===== src/rtl/router_flit_scheduler.sv =====
// router_flit_scheduler: credit-based flit router, 3 outputs + discard port; ROUTER_SCHED_STATS_EN adds a packet counter.
module router_flit_scheduler #(
  parameter int DATA_W  = 8,
  parameter int CREDITS = 4
) (
  input  logic              clk,
  input  logic              rst,
  input  logic              in_valid,
  output logic              in_ready,
  input  logic [1:0]        in_port,
  input  logic [DATA_W-1:0] in_data,
  input  logic              in_last,
  output logic [2:0]        out_valid,
  output logic [DATA_W-1:0] out_data,
  output logic              out_last,
  input  logic [2:0]        credit_ret,
  output logic              credit_err,
  output logic [15:0]       pkt_count
);
  typedef enum logic [1:0] {HEAD, BODY, DROP} state_t;
  localparam logic [3:0] CMAX = 4'(CREDITS);
  state_t     state, state_n;
  logic [1:0] cur_port, tgt;
  logic [3:0] credit [3];
  logic [3:0] avail;
  logic [2:0] consume, ovf;
  logic       discard, accept, fwd;
  always_comb begin
    avail = {1'b0, credit[2] != 0, credit[1] != 0, credit[0] != 0};
    tgt = state == HEAD ? in_port : cur_port;
    discard = state == DROP || (state == HEAD && in_port == 2'd3);
    in_ready = discard || avail[tgt];
    accept = in_valid && in_ready;
    fwd = accept && !discard;
    consume = {3{fwd}} & (3'b001 << tgt);
    for (int i = 0; i < 3; i++) ovf[i] = credit_ret[i] && !consume[i] && credit[i] == CMAX;
    state_n = !accept ? state :
              in_last ? HEAD :
              state != HEAD ? state :
              in_port == 2'd3 ? DROP : BODY;
  end
  always_ff @(posedge clk) begin
    if (rst) begin
      state      <= HEAD;
      cur_port   <= '0;
      out_valid  <= '0;
      out_data   <= '0;
      out_last   <= 1'b0;
      credit_err <= 1'b0;
      for (int i = 0; i < 3; i++) credit[i] <= CMAX;
    end else begin
      state      <= state_n;
      out_valid  <= consume;
      credit_err <= credit_err || |ovf;
      if (state == HEAD && accept) cur_port <= in_port;
      if (fwd) begin
        out_data <= in_data;
        out_last <= in_last;
      end
      for (int i = 0; i < 3; i++)
        if (credit_ret[i] && !consume[i] && !ovf[i]) credit[i] <= credit[i] + 4'd1;
        else if (consume[i] && !credit_ret[i]) credit[i] <= credit[i] - 4'd1;
    end
  end
`ifdef ROUTER_SCHED_STATS_EN
  always_ff @(posedge clk) begin
    if (rst) pkt_count <= '0;
    else if (fwd && in_last) pkt_count <= pkt_count + 16'd1;
  end
`else
  assign pkt_count = '0;
`endif
endmodule


===== config.mk =====
export PLATFORM = sky130hd
export DESIGN_NAME = router_flit_scheduler
export DESIGN_NICKNAME = d
export VERILOG_FILES = /design/src/rtl/router_flit_scheduler.sv
export SDC_FILE = /design/constraint.sdc
export NUM_CORES = 1
export LEC_CHECK = 0
export BUFFER_PORTS_ARGS = -buffer_cell sky130_fd_sc_hd__buf_4
export CAP_MARGIN = 20
export CORE_MARGIN = 1
export CORE_UTILIZATION = 45
export CTS_CLUSTER_DIAMETER = 40
export DETAILED_ROUTE_END_ITERATION = 10
export PLACE_DENSITY_LB_ADDON = 0.08
export SYNTH_ARGS = -nofsm -noshare
export SYNTH_HDL_FRONTEND = slang
export SYNTH_SLANG_ARGS = --single-unit

===== constraint.sdc =====
create_clock -name clk -period 11.1 [get_ports clk]
set_clock_uncertainty 0.2 [all_clocks]
set_input_delay 1.665 -clock clk [delete_from_list [all_inputs] [get_ports clk]]
set_output_delay 1.665 -clock clk [all_outputs]
set_load 0.01 [all_outputs]

==> results.toml <==
[status]
status = "finished, final reports clean"

[synth]
synth_area_um2 = 1840
ys_warn_count = 0
synth_compound_area_share_pct = 16.8
syn_inst = 209
ys_top_cells_by_area = "edfxtp_1, dfxtp_1, buf_4"
synthAdderAreaFrac_pct = 6.26
synth_top_area_share_pct = 19.6
synthArstFlopShare_pct = 0
synth_top_family_by_area = "simple AND/OR/NAND/NOR gates"
ys_seq_area_share_pct = 38.1
synth_edf_count = 12
ys_seq_elements = 29
netlist-cell-type-count = 45
synth_xor_area_share_pct = 3.34
synthFlopType = "dfxtp_1"
synthSimpleGateAreaFrac_pct = 22.5
syn_avg_cell_area_um2 = 8.79
synth_mux_area_share_pct = 2.18
synth_top_cell_by_area = "edfxtp_1"

[sta]
finalWorstSetupSlack_ps = 5750
whs_ps = 258
max_slew_margin_pct = 38.8
period_minus_slack_ps = 5350
fmax_ghz = 0.187
slew_viol_final = 0
finalSetupViolations = 0
fin_setup_tns_ps = 0
fin_crit_sh_pct = 48.2
tightest_slew_ps = 918
finalHoldViolations = 0
rsz0062_at_grt = "no"

[final_layout]
area_growth_pct = 16.5
layout_commonest_cell = "buf_4"
layout.cells.non_filler = 287
drive_above_1_share_pct = 16.7
utilization_pct = 56.4
diodes = 0
fin_nets = 263
fillers = 361
fin_area_um2 = 2140
final_cell_mix = "buf_4, nand2_1, nor2_1"

[floorplanning]
io_pins = 47
die-area_um2 = 4340
start_util_pct = 48.4
die_x_um = 65.9
core_um2 = 3800
row_count = 22
die_h_um = 65.9

[clocking]
cts_tree = "built"
cts_buffers = 5
cts-resized-gates = 0
h-tree-depth = 2
clk_pin_slew_ps = 60
root_buffer = "clkbuf_8"
post_cts_buffers = 0
clock_path_buffers = 2
cts.sinks = 29
cts_hold_buf = 0
clock_latency_ps = 290

[global_routing]
grt_pass1_vias = 1418
antenna_found_initial = 0
grt_pass1_wl_um = 6590
grt_max_degree = 24
grt_usage_pct = 20.4
overflow = 0

[setup_path]
endpoint_kind = "output port"
critical_path_peak_fanout = 8
cp.arrival_ps = 3490
reg2reg_slack_ps = 6620
cp_cell_sequence = "buf_4, or4b_1, o21ai_1, a222oi_1, o21ai_1, buf_4"
critical_path_class = "in2out"
timing.critical_path.slowest_stage_cell = "a222oi_1"
slowest_delay_ps = 840
required_ps = 9240
worstSetupStartpointType = "primary input"

[placement]
dp_hpwl_um = 2960
place_area_um2 = 2030
io_buffer_count = 30
pre_cts_ws_ps = 5780
dp_cells = 279
place_congestion = 0.908

[worst_hold_path]
worst_hold_path_type = "reg2reg"

[drt]
drt-initial-drc-count = 68
viasPerCell = 5.38
vias = 1543
wl_per_cell_um = 13.9
route.detailed.drc = 0
final_antenna_net_count = 0
drt-total-wl_um = 3980
firstDrtPassIters = 4

[power]
vdd_drop_max_uv = 88.1
leakagePower_nw = 0.852
power_density_nw_per_um2 = 177
power_mw = 0.380

[flow_run]
maxCapViolations = 0
==> Yosys cell counts (all sizes together) (2+ instances only) <==
cell type  instances
nand4              2
or4b               2
mux2i              4
a31oi              3
a41oi              2
xnor2              4
or3                2
ha                 6
a311oi             2
clkbuf             4
nor4               3
or4                2
or3b               2
nand2b             9
a221o              2
o21ai              8
nand3b             2
o211ai             3
edfxtp            12
nand2             23
dfxtp             17
nor3               9
a21oi             12
buf               19
and3               2
o21a               3
fa                 2
inv               12
a21o               2
nor2              18
nand3              3
xor2               3
==> sequential cells by signal, summed over array words and instances, names as in the netlist <==
| name | flops |
|---|---|
| credit_err | 1 |
| out_valid | 3 |
| out_data | 8 |
| cur_port | 2 |
| state | 2 |
| credit | 12 |
| out_last | 1 |
==> critical path: cells and delay by family <==
| family | cells | cell delay (ps) |
|---|---|---|
| AO/OA/AOI/OAI | 3 | 1270 |
| buffers and inverters | 2 | 370 |
| AND/OR/NAND/NOR | 1 | 180 |
==> per-layer routing <==
| layer | global-route usage [%] | part of all wire, % | wire length, um |
|---|---|---|---|
| met1 | 26.6 | 48 | 1910 |
| met2 | 31.5 | 46 | 1810 |
| met3 | 6.03 | 5.2 | 207 |
| met4 | 7.61 | 1.2 | 48 |
| met5 | 0 | 0 | 0 |
==> worst paths after layout <==
check / depth (start not counted) / endpoint / startpoint
worst max-delay path: 6 / in_ready / in_port[0]
worst min-delay path: 2 / out_data[6] / out_data[6]
worst max register to register: 12 / credit[0][3] / credit[2][0]
worst min register to register: 2 / out_data[6] / out_data[6]
==> cell families after synthesis <==
| group | count (synthesis) |
|---|---|
| other | 1 |
| adders and majority gates | 8 |
| AOI/OAI and AO/OA | 45 |
| xor gates and xnor gates | 7 |
| muxes | 4 |
| DFF | 29 |
| buffers and inverters | 35 |
| and+or+nand+nor | 80 |
==> where the power goes <==
group | switching (mW) | internal, mW | total (mW) | leakage (nW)
clock | 0.0413 | 0.0640 | 0.105 | 0.0566
combinational | 0.0668 | 0.0519 | 0.119 | 0.537
sequential | 0.0214 | 0.134 | 0.156 | 0.259
total | 0.129 | 0.250 | 0.380 | 0.852
==> cell type report <==
type | count | area [um^2] | area share [%]
tap | 48 | 60.1 | 2.81
clock buffer | 8 | 111 | 5.20
multi-input combinational | 160 | 998 | 46.6
sequential | 29 | 701 | 32.7
timing repair buffer | 30 | 225 | 10.5
inverter | 12 | 45.0 | 2.10
Note: power is estimated with default switching activity, not from simulation.
